<file path="src/rtl/pad_io_ctrl_pkg.sv">
// Shared types for the pad control block. Defining PAD_IO_CTRL_LOOPBACK_EN
// adds a per-pad lb_en configuration bit.
package pad_io_ctrl_pkg;

`ifdef PAD_IO_CTRL_LOOPBACK_EN
    typedef struct packed {
        logic lb_en;
        logic filt_en;
        logic pd_en;
        logic ie;
        logic oe;
    } pad_cfg_t;

    localparam int CFG_DATA_W = 5;
    localparam pad_cfg_t PAD_CFG_RST = '{lb_en: 1'b0, filt_en: 1'b0, pd_en: 1'b1, ie: 1'b0, oe: 1'b0};
`else
    typedef struct packed {
        logic filt_en;
        logic pd_en;
        logic ie;
        logic oe;
    } pad_cfg_t;

    localparam int CFG_DATA_W = 4;
    localparam pad_cfg_t PAD_CFG_RST = '{filt_en: 1'b0, pd_en: 1'b1, ie: 1'b0, oe: 1'b0};
`endif

endpackage

</file>
<file path="src/rtl/pad_io_ctrl_if.sv">
// Configuration write port: valid/ready handshake carrying a pad index and cfg word.
interface pad_io_ctrl_if #(
    parameter int NUM_PADS = 8
);
    import pad_io_ctrl_pkg::*;

    localparam int IDX_W = (NUM_PADS > 1) ? $clog2(NUM_PADS) : 1;

    logic                  cfg_valid_i;
    logic                  cfg_ready_o;
    logic [IDX_W-1:0]      cfg_idx_i;
    logic [CFG_DATA_W-1:0] cfg_data_i;

    modport master (
        output cfg_valid_i, cfg_idx_i, cfg_data_i,
        input  cfg_ready_o
    );

    modport slave (
        input  cfg_valid_i, cfg_idx_i, cfg_data_i,
        output cfg_ready_o
    );

endinterface

</file>
<file path="src/rtl/pad_in_filter.sv">
// One pad input channel: synchroniser, optional stability filter, edge pulses
// and a sticky event status bit.
module pad_in_filter #(
    parameter int SYNC_STAGES = 2,
    parameter int FILT_CYCLES = 4,
    parameter int FILT_W      = 4
) (
    input  logic clk,
    input  logic rst,
    input  logic din,
    input  logic filt_en,
    input  logic cnt_clr,
    input  logic evt_clr,
    output logic pad_in,
    output logic rise,
    output logic fall,
    output logic evt_status
);

    logic [SYNC_STAGES-1:0] sync_q;
    logic                   s;
    logic [FILT_W-1:0]      cnt_q, cnt_d;
    logic                   in_d;

    assign s = sync_q[SYNC_STAGES-1];

    // The counter tracks how long s has disagreed with pad_in; any agreement restarts it.
    always_comb begin
        in_d  = pad_in;
        cnt_d = '0;
        if (!cnt_clr) begin
            if (!filt_en) begin
                in_d = s;
            end else if (s != pad_in) begin
                if (cnt_q == FILT_W'(FILT_CYCLES - 1))
                    in_d = s;
                else
                    cnt_d = cnt_q + FILT_W'(1);
            end
        end
    end

    always_ff @(posedge clk) begin
        if (rst) begin
            sync_q     <= '0;
            cnt_q      <= '0;
            pad_in     <= 1'b0;
            rise       <= 1'b0;
            fall       <= 1'b0;
            evt_status <= 1'b0;
        end else begin
            sync_q     <= {sync_q[SYNC_STAGES-2:0], din};
            cnt_q      <= cnt_d;
            pad_in     <= in_d;
            rise       <= in_d & ~pad_in;
            fall       <= ~in_d & pad_in;
            // A new edge beats a same-cycle clear so no event is lost.
            evt_status <= (rise | fall) ? 1'b1 : (evt_status & ~evt_clr);
        end
    end

endmodule

</file>
<file path="src/rtl/pad_io_ctrl.sv">
// Per-pad run-time configured pad control: cfg registers, output drive and
// filtered/edge-detected inputs. PAD_IO_CTRL_LOOPBACK_EN enables internal loopback.
module pad_io_ctrl
    import pad_io_ctrl_pkg::*;
#(
    parameter int NUM_PADS    = 8,
    parameter int SYNC_STAGES = 2,
    parameter int FILT_CYCLES = 4,
    parameter int FILT_W      = 4
) (
    input  logic                clk,
    input  logic                rst,
    pad_io_ctrl_if.slave        cfg,
    input  logic [NUM_PADS-1:0] pad_out_i,
    output logic [NUM_PADS-1:0] pad_I_o,
    output logic [NUM_PADS-1:0] pad_OEN_o,
    output logic [NUM_PADS-1:0] pad_IE_o,
    output logic [NUM_PADS-1:0] pad_PD_o,
    input  logic [NUM_PADS-1:0] pad_O_i,
    output logic [NUM_PADS-1:0] pad_in_o,
    output logic [NUM_PADS-1:0] rise_o,
    output logic [NUM_PADS-1:0] fall_o,
    output logic [NUM_PADS-1:0] evt_status_o,
    input  logic [NUM_PADS-1:0] evt_clr_i
);

    pad_cfg_t            cfg_q [NUM_PADS];
    logic                ready_q;
    logic                accept;
    logic [NUM_PADS-1:0] cfg_wr;

    assign cfg.cfg_ready_o = ready_q;
    assign accept          = cfg.cfg_valid_i & ready_q;

    // Out-of-range indices match no pad, so the write is consumed without effect.
    always_comb begin
        cfg_wr = '0;
        for (int i = 0; i < NUM_PADS; i++)
            cfg_wr[i] = accept && (int'(cfg.cfg_idx_i) == i);
    end

    always_ff @(posedge clk) begin
        if (rst) begin
            ready_q <= 1'b0;
            pad_I_o <= '0;
            for (int i = 0; i < NUM_PADS; i++)
                cfg_q[i] <= PAD_CFG_RST;
        end else begin
            ready_q <= ~accept;
            pad_I_o <= pad_out_i;
            for (int i = 0; i < NUM_PADS; i++)
                if (cfg_wr[i])
                    cfg_q[i] <= pad_cfg_t'(cfg.cfg_data_i);
        end
    end

    for (genvar g = 0; g < NUM_PADS; g++) begin : g_pad
        logic din;

`ifdef PAD_IO_CTRL_LOOPBACK_EN
        assign din = cfg_q[g].lb_en ? (pad_I_o[g] & cfg_q[g].oe) : (pad_O_i[g] & cfg_q[g].ie);
`else
        assign din = pad_O_i[g] & cfg_q[g].ie;
`endif

        assign pad_OEN_o[g] = ~cfg_q[g].oe;
        assign pad_IE_o[g]  = cfg_q[g].ie;
        assign pad_PD_o[g]  = cfg_q[g].pd_en;

        pad_in_filter #(
            .SYNC_STAGES (SYNC_STAGES),
            .FILT_CYCLES (FILT_CYCLES),
            .FILT_W      (FILT_W)
        ) u_filt (
            .clk        (clk),
            .rst        (rst),
            .din        (din),
            .filt_en    (cfg_q[g].filt_en),
            .cnt_clr    (cfg_wr[g]),
            .evt_clr    (evt_clr_i[g]),
            .pad_in     (pad_in_o[g]),
            .rise       (rise_o[g]),
            .fall       (fall_o[g]),
            .evt_status (evt_status_o[g])
        );
    end

endmodule

</file>
<file path="src/flat_wrapper.sv">
// flat-port wrapper written by rule: the top's interface ports become plain ports
module pad_io_ctrl_flat import pad_io_ctrl_pkg::*;
#(
    parameter int NUM_PADS    = 8,
    parameter int SYNC_STAGES = 2,
    parameter int FILT_CYCLES = 4,
    parameter int FILT_W      = 4
)
  (clk, rst, pad_out_i, pad_I_o, pad_OEN_o, pad_IE_o, pad_PD_o, pad_O_i, pad_in_o, rise_o, fall_o, evt_status_o, evt_clr_i, cfg_cfg_valid_i, cfg_cfg_idx_i, cfg_cfg_data_i, cfg_cfg_ready_o);
  pad_io_ctrl_if #(.NUM_PADS(NUM_PADS)) cfg_i ();
  input  logic clk;
  input  logic rst;
  input  logic [NUM_PADS-1:0] pad_out_i;
  output logic [NUM_PADS-1:0] pad_I_o;
  output logic [NUM_PADS-1:0] pad_OEN_o;
  output logic [NUM_PADS-1:0] pad_IE_o;
  output logic [NUM_PADS-1:0] pad_PD_o;
  input  logic [NUM_PADS-1:0] pad_O_i;
  output logic [NUM_PADS-1:0] pad_in_o;
  output logic [NUM_PADS-1:0] rise_o;
  output logic [NUM_PADS-1:0] fall_o;
  output logic [NUM_PADS-1:0] evt_status_o;
  input  logic [NUM_PADS-1:0] evt_clr_i;
  input wire logic [$bits(cfg_i.cfg_valid_i)-1:0] cfg_cfg_valid_i;
  input wire logic [$bits(cfg_i.cfg_idx_i)-1:0] cfg_cfg_idx_i;
  input wire logic [$bits(cfg_i.cfg_data_i)-1:0] cfg_cfg_data_i;
  output wire logic [$bits(cfg_i.cfg_ready_o)-1:0] cfg_cfg_ready_o;
  assign cfg_i.cfg_valid_i = cfg_cfg_valid_i;
  assign cfg_i.cfg_idx_i = cfg_cfg_idx_i;
  assign cfg_i.cfg_data_i = cfg_cfg_data_i;
  assign cfg_cfg_ready_o = cfg_i.cfg_ready_o;
  pad_io_ctrl #(.NUM_PADS(NUM_PADS), .SYNC_STAGES(SYNC_STAGES), .FILT_CYCLES(FILT_CYCLES), .FILT_W(FILT_W)) u_core (.clk(clk), .rst(rst), .cfg(cfg_i), .pad_out_i(pad_out_i), .pad_I_o(pad_I_o), .pad_OEN_o(pad_OEN_o), .pad_IE_o(pad_IE_o), .pad_PD_o(pad_PD_o), .pad_O_i(pad_O_i), .pad_in_o(pad_in_o), .rise_o(rise_o), .fall_o(fall_o), .evt_status_o(evt_status_o), .evt_clr_i(evt_clr_i));
endmodule
</file>
<file path="config.mk">
export PLATFORM = sky130hd
export DESIGN_NAME = pad_io_ctrl_flat
export DESIGN_NICKNAME = d
export VERILOG_FILES = /design/src/rtl/pad_io_ctrl_pkg.sv /design/src/rtl/pad_io_ctrl_if.sv /design/src/rtl/pad_in_filter.sv /design/src/rtl/pad_io_ctrl.sv /design/src/flat_wrapper.sv
export SDC_FILE = /design/constraint.sdc
export NUM_CORES = 1
export LEC_CHECK = 0
export CORE_UTILIZATION = 40
export CTS_BUF_LIST = sky130_fd_sc_hd__clkbuf_16
export CTS_CLUSTER_SIZE = 30
export DETAILED_ROUTE_END_ITERATION = 10
export GPL_TIMING_DRIVEN = 0
export PLACE_DENSITY = 0.75
export SLEW_MARGIN = 20
export SYNTH_ARGS = -nofsm -noshare
export SYNTH_HDL_FRONTEND = slang
export SYNTH_HIERARCHICAL = 1
export SYNTH_SLANG_ARGS = --single-unit
</file>
<file path="constraint.sdc">
create_clock -name clk -period 1.4 [get_ports clk]
set_input_delay 0.28 -clock clk [delete_from_list [all_inputs] [get_ports clk]]
set_output_delay 0.28 -clock clk [all_outputs]
set_load 0.005 [all_outputs]
</file>
==> results of run 1 <==
==> stage by stage <==
| stage | worst slack [ns] | util | total power (uW) | cells |
|---|---|---|---|---|
| final | -0.0587 | 0.587 | 8120 | 710 |
| after global routing | -0.135 | 0.587 | 8430 | 710 |
| after CTS | -0.0633 | 0.579 | 8180 | 708 |
| after detailed placement | -0.789 | 0.519 | 4230 | 675 |
| after global placement | -1.92 | 0.517 | 4220 | 674 |
| after floorplan | 0.0114 | - | 3960 | 433 |
==> sequential cells by signal, indices dropped and copies added, names as in the netlist <==
| register | flops |
|---|---|
| u_core/cfg_q | 32 |
| u_core/g_pad.u_filt/cnt_q | 32 |
| u_core/g_pad.u_filt/sync_q | 16 |
| u_core/g_pad.u_filt/evt_status | 8 |
| u_core/g_pad.u_filt/fall | 8 |
| u_core/g_pad.u_filt/pad_in | 8 |
| u_core/g_pad.u_filt/rise | 8 |
| u_core/pad_I_o | 8 |
| u_core/cfg.cfg_ready_o | 1 |
==> Yosys cell counts (14+ instances only) <==
library cell | count | area [um^2]
edfxtp_1 | 32 | 961
xor2_1 | 16 | 140
nor3_1 | 18 | 90.1
nor2b_1 | 24 | 150
a21oi_1 | 17 | 85.1
buf_4 | 16 | 120
nor2_1 | 50 | 188
or2b_1 | 14 | 105
inv_1 | 20 | 75.1
nand2b_1 | 22 | 138
dfxtp_1 | 89 | 1780
and4bb_2 | 16 | 200
==> kinds of logic after synthesis <==
family          Yosys count
flops                   121
compound gates           46
xor+xnor                 17
buf+inv                  46
simple gates            187
fa+ha+maj                 8
mux                       8
==> final cells by class <==
cell class                 instances  area [um^2]  share of cell area
inverter                          20         75.1              0.0111
buffer                            17          153              0.0225
sequential                       121         2760               0.407
multi-input combinational        266         2040               0.300
timing repair buffer             111         1030               0.152
clock buffer                      19          475              0.0701
tap                              143          179              0.0264
clock inverter                    13         72.6              0.0107
==> timing repair <==
action,CTS,global route
setup endpoints to repair,155,86
gates cloned,1,0
buffers inserted,9,2
pin swaps,9,15
gates resized for setup,148,35
==> worst paths after layout <==
kind	startpoint	end	slack [ns]	cells past startpoint
max	u_core/cfg.cfg_ready_o	u_core/g_pad[1].u_filt/pad_in	-0.06	7
min reg2reg	u_core/g_pad[1].u_filt/sync_q[0]	u_core/g_pad[1].u_filt/sync_q[1]	0.43	1
min	cfg_cfg_valid_i	u_core/cfg.cfg_ready_o	0.26	2
max reg2reg	u_core/cfg.cfg_ready_o	u_core/g_pad[1].u_filt/pad_in	-0.06	7
==> power breakdown <==
group | internal [uW] | switching [uW] | total, uW
registers | 3660 | 41.7 | 3700
logic | 270 | 216 | 486
clock network | 2440 | 1490 | 3930
==> layer usage <==
| metal | vias to the layer above | routed length (um) | track usage | share of wire |
|---|---|---|---|---|
| li1 | 1711 | - | - | - |
| met1 | 1638 | 4480 | 0.202 | 0.44 |
| met2 | 98 | 4820 | 0.286 | 0.48 |
| met3 | 9 | 663 | 0.0610 | 0.066 |
| met4 | 0 | 127 | 0.0649 | 0.013 |
| met5 | - | 0 | 0 | 0 |
==> out/results.txt, run 1 <==
outcome - complete, but fails checks
failing checks - design-rule violations, negative setup slack
drt first pass iters - 7
Clock Root Buffer - clkbuf_16
Pleak - 0.00277 uW
Max-Cap Viols - 0
Post-synth EDFFs - 32
Max VDD drop - 0.645 mV
mux share of post-synthesis cell area - 0.0166
via count - 3456
first-pass GRT wire length - 16800 um
Worst-path clk slew - 0.05 ns
Nets - 596
Compound-Gate Fraction of Synth Area - 0.0629
H-tree depth - 4
worst-path maximum fanout - 10
simple-gate share of the synthesized area - 0.249
Clk Latency, worst-skew pair - 0.40 ns
Area Growth Syn to Fin - 40.9%
FMAX - 686 MHz
layout cell share with drive strength beyond 1 - 0.250
worst setup path class - reg -> reg
Cell Pwr Density - 1200 nW/um^2
CP max-delay cell - dfxtp_2
syn avg cell area - 11.1 um^2
total CTS buffers - 17
Post-Syn Area - 4820 um^2
# setup viols final - 10
ANT cells - 0
CP arrival - 1.74 ns
final clock skew - 0.00817 ns
Ys Warns - 6
Rel. slew slack - 0.705
Initial Util - 0.417
Critical Path Sink Type - flop
Placement Rows - 39
period utilization - 1.04
Core ar. - 11600 um^2
commonest non-fill, non-tap cell in the layout - dfxtp_1
synthesized instance count - 433
Largest delay share family, worst path - simple AND/OR/NAND/NOR gates
Post-synth top flop - dfxtp_1
max incr delay on CP - 0.35 ns
GRT Total Usage - 0.171
total negative slack - -0.254 ns
Post-Synth XOR/XNOR Area - 0.0309
Clock Tree Buf Depth - 2
Post-Synth Adder-Cell Area - 0.0208
io pins - 99
fillers - 967
GP Congestion - 0.758
most frequent cells in the layout - dfxtp_1, dlygate4sd2_1, nor2_1, edfxtp_1, clkdlybuf4s50_1
Tmin final - 1.46 ns
Clock Sinks - 121
initial antenna violation count - 0
final hold violation count - 0
Placement Cell Area - 6000 um^2
First DRT Iteration DRCs - 132
unrepaired setup endpoints after global routing - yes
Total Wirelength - 10100 um
Design Area, Final - 6790 um^2
Die Area - 12500 um^2
input/output buffers - 98
post-DR vias/cell - 4.87
largest net degree at the start of global routing - 31
CP Cell Sequence - nand3_2, buf_6, buf_8, nor2_1, or2_0, o22ai_2, mux2i_1
largest family of logic cells by synthesized area - simple AND/OR/NAND/NOR gates
Buffers & Inverters on Critical Path - 2
Detailed Place HPWL - 6940 um
worst slew pin tran - 0.442 ns
fin. max-slew vios - 0
Setup WS post-layout - -0.0587 ns
syn_nets - 475
synth unique cells - 34
sequential fraction of the synthesis area - 0.569
HP Class - in -> reg
CP startpoint kind - flop
flops & latches, synth - 121
die width - 112 um
asr flop ratio synth - 0
# hold bufs at CTS - 0
routed length per instance - 14.2 um
grt total ovfl - 0
hold slack - 0.259 ns
Worst EP required - 1.68 ns
Final ANT Viol Nets - 0
DR DRC count - 7
CTS tree - yes
vias in the first global route - 3588
die height - 112 um
Note: power is estimated with default switching activity, not from simulation.
==> run 2: changes to the inputs <==
--- a/config.mk
+++ b/config.mk
@@ -10,6 +10,7 @@
 export CTS_CLUSTER_SIZE = 30
 export DETAILED_ROUTE_END_ITERATION = 10
 export GPL_TIMING_DRIVEN = 0
+export HOLD_SLACK_MARGIN = 0.02
 export PLACE_DENSITY = 0.75
 export SLEW_MARGIN = 20
 export SYNTH_ARGS = -nofsm -noshare
==> results of run 2 <==
No change in the layout: final DEF, timing and power equal those of run 1.
==> run 3: changes to the inputs <==
--- a/config.mk
+++ b/config.mk
@@ -5,6 +5,7 @@
 export SDC_FILE = /design/constraint.sdc
 export NUM_CORES = 1
 export LEC_CHECK = 0
+export CORE_MARGIN = 3
 export CORE_UTILIZATION = 40
 export CTS_BUF_LIST = sky130_fd_sc_hd__clkbuf_16
 export CTS_CLUSTER_SIZE = 30
@@ -12,6 +13,7 @@
 export GPL_TIMING_DRIVEN = 0
 export HOLD_SLACK_MARGIN = 0.02
 export PLACE_DENSITY = 0.75
+export RECOVER_POWER = 100
 export SLEW_MARGIN = 20
 export SYNTH_ARGS = -nofsm -noshare
 export SYNTH_HDL_FRONTEND = slang
==> out/results.txt, run 3 (synthesized netlist as in run 1, its figures left out) <==
unrepaired setup endpoints after global routing - yes (unchanged)
via count - 3466 (was 3456)
# setup viols final - 0 (was 10)
total negative slack - 0 ns (was -0.254 ns)
total CTS buffers - 17 (unchanged)
Detailed Place HPWL - 7220 um (was 6940 um)
Cell Pwr Density - 1150 nW/um^2 (was 1200 nW/um^2)
vias in the first global route - 3652 (was 3588)
input/output buffers - 98 (unchanged)
Clock Root Buffer - clkbuf_16 (unchanged)
largest net degree at the start of global routing - 35 (was 31)
first-pass GRT wire length - 17300 um (was 16800 um)
reg2reg setup slack - 0.006 ns (was -0.06 ns)
Die Area - 13400 um^2 (was 12500 um^2)
Clock Tree Buf Depth - 2 (unchanged)
final hold violation count - 0 (unchanged)
Initial Util - 0.415 (was 0.417)
First DRT Iteration DRCs - 111 (was 132)
Worst-path clk slew - 0.05 ns (about the same)
hold_sp - cfg_cfg_valid_i (unchanged)
HP Class - in -> reg (unchanged)
commonest non-fill, non-tap cell in the layout - dfxtp_1 (unchanged)
worst setup path class - reg -> reg (unchanged)
fin. max-slew vios - 0 (unchanged)
Worst EP required - 1.54 ns (was 1.68 ns)
non-filler cells, final - 708 (was 710)
Nets - 595 (was 596)
DR DRC count - 0 (was 7)
layout cell share with drive strength beyond 1 - 0.216 (was 0.250)
Area Growth Syn to Fin - 40.2% (was 40.9%)
hold depth - 2 (unchanged)
Setup WS post-layout - 0.00598 ns (was -0.0587 ns)
Placement Rows - 39 (unchanged)
post-DR vias/cell - 4.90 (was 4.87)
worst slew pin tran - 0.493 ns (was 0.442 ns)
ANT cells - 0 (unchanged)
die height - 116 um (was 112 um)
H-tree depth - 4 (unchanged)
die width - 116 um (was 112 um)
Final ANT Viol Nets - 0 (unchanged)
post-route total power - 7740 uW (was 8120 uW)
CP startpoint kind - flop (unchanged)
Clock Sinks - 121 (unchanged)
Setup WS pre-CTS - -0.768 ns (was -0.789 ns)
Critical Path Sink Type - flop (unchanged)
CP arrival - 1.53 ns (was 1.74 ns)
RR Startpoint - u_core/cfg.cfg_ready_o (unchanged)
Pleak - 0.00275 uW (was 0.00277 uW)
drt first pass iters - 4 (was 7)
Total Wirelength - 10700 um (was 10100 um)
io pins - 99 (unchanged)
biggest regs - u_core/cfg_q (32), u_core/g_pad.u_filt/cnt_q (32), u_core/g_pad.u_filt/sync_q (16) (unchanged)
GP Congestion - 0.691 (was 0.758)
grt total ovfl - 0 (unchanged)
R2R cell count - 4 (was 7)
r2r endpoint - u_core/cfg_q[0][18] (was u_core/g_pad[1].u_filt/pad_in)
Rel. slew slack - 0.672 (was 0.705)
worst-path maximum fanout - 4 (was 10)
Core ar. - 11600 um^2 (about the same)
GRT Total Usage - 0.168 (was 0.171)
# hold bufs at CTS - 0 (unchanged)
period utilization - 0.996 (was 1.04)
Placed Cells - 675 (unchanged)
outcome - completed (was complete, but fails checks)
Tmin final - 1.39 ns (was 1.46 ns)
Worst Hold Endpoint - u_core/cfg.cfg_ready_o (unchanged)
Max-Cap Viols - 0 (unchanged)
Max VDD drop - 0.918 mV (was 0.645 mV)
initial antenna violation count - 0 (unchanged)
Clk Latency, worst-skew pair - 0.40 ns (about the same)
most frequent cells in the layout - dfxtp_1, dlygate4sd2_1, nor2_1, edfxtp_1, inv_1 (was dfxtp_1, dlygate4sd2_1, nor2_1, edfxtp_1, clkdlybuf4s50_1)
FMAX - 717 MHz (was 686 MHz)
routed length per instance - 15.1 um (was 14.2 um)
CTS tree - yes (unchanged)
final clock skew - 0.0109 ns (was 0.00817 ns)
## run 3: power by group
part,leakage (uW),switching [uW],internal (uW),total (uW)
combinational,0.00145,220,278,498
clock,0.000267,1370,2160,3530
sequential,0.00103,42.4,3670,3710
total,0.00275,1630,6100,7740
## run 3: final cells by class
type                    instances  area [um^2]
fillers                       981         4860
flip-flops and latches        121         2750
multi-input cells             266         2060
repair buffers                114         1080
clock buffers                  17          425
well taps                     143          179
plain buffers                  13          121
inverters                      20         75.1
clock inverters                14         56.3
## run 3: what timing repair did
action	4_1_cts	5_1_grt
endpoints found under the setup margin	169	63
buffers inserted	12	1
pin swaps	13	16
cloned	2	0
gates resized for setup	153	37
endpoints found under the hold margin	0	0
## run 3: per-layer routing
| layer | up-vias | global-route usage | routed length (um) | share of wire |
|---|---|---|---|---|
| li1 | 1708 | - | - | - |
| met1 | 1637 | 0.187 | 4450 | 0.42 |
| met2 | 105 | 0.284 | 5250 | 0.49 |
| met3 | 16 | 0.0663 | 791 | 0.074 |
| met4 | 0 | 0.0742 | 194 | 0.018 |
| met5 | - | 0 | 0 | 0 |
## run 3: how the worst max path moves through the flow
stage	start	to	slack [ns]	depth (start not counted)
2_1_floorplan	u_core/cfg.cfg_ready_o	u_core/g_pad[2].u_filt/pad_in	0.01	7
3_3_place_gp	rst	u_core/cfg_q[0][31]	-1.95	4
3_5_place_dp	cfg_cfg_idx_i[1]	u_core/g_pad[5].u_filt/cnt_q[2]	-0.77	7
4_1_cts	u_core/cfg.cfg_ready_o	u_core/g_pad[0].u_filt/pad_in	-0.04	7
5_1_grt	u_core/cfg.cfg_ready_o	u_core/cfg_q[0][18]	-0.05	4
6_report	u_core/cfg.cfg_ready_o	u_core/cfg_q[0][18]	0.006	4
## run 3: worst max-delay path: stages, from the launching register on
cell and delay [ns]:
dfxtp_2 0.35, nand3b_1 0.11, buf_6 0.15, buf_6 0.11
or4_4 0.42
## run 3: per-stage QoR
step                      hold slack, ns  cell area (um^2)   util
after global placement             0.418              5980  0.515
after detailed placement           0.422              6000  0.517
final                              0.251              6750  0.581
after floorplan                    0.349              4820      -
after CTS                          0.230              6720  0.578
after global routing               0.274              6750  0.581
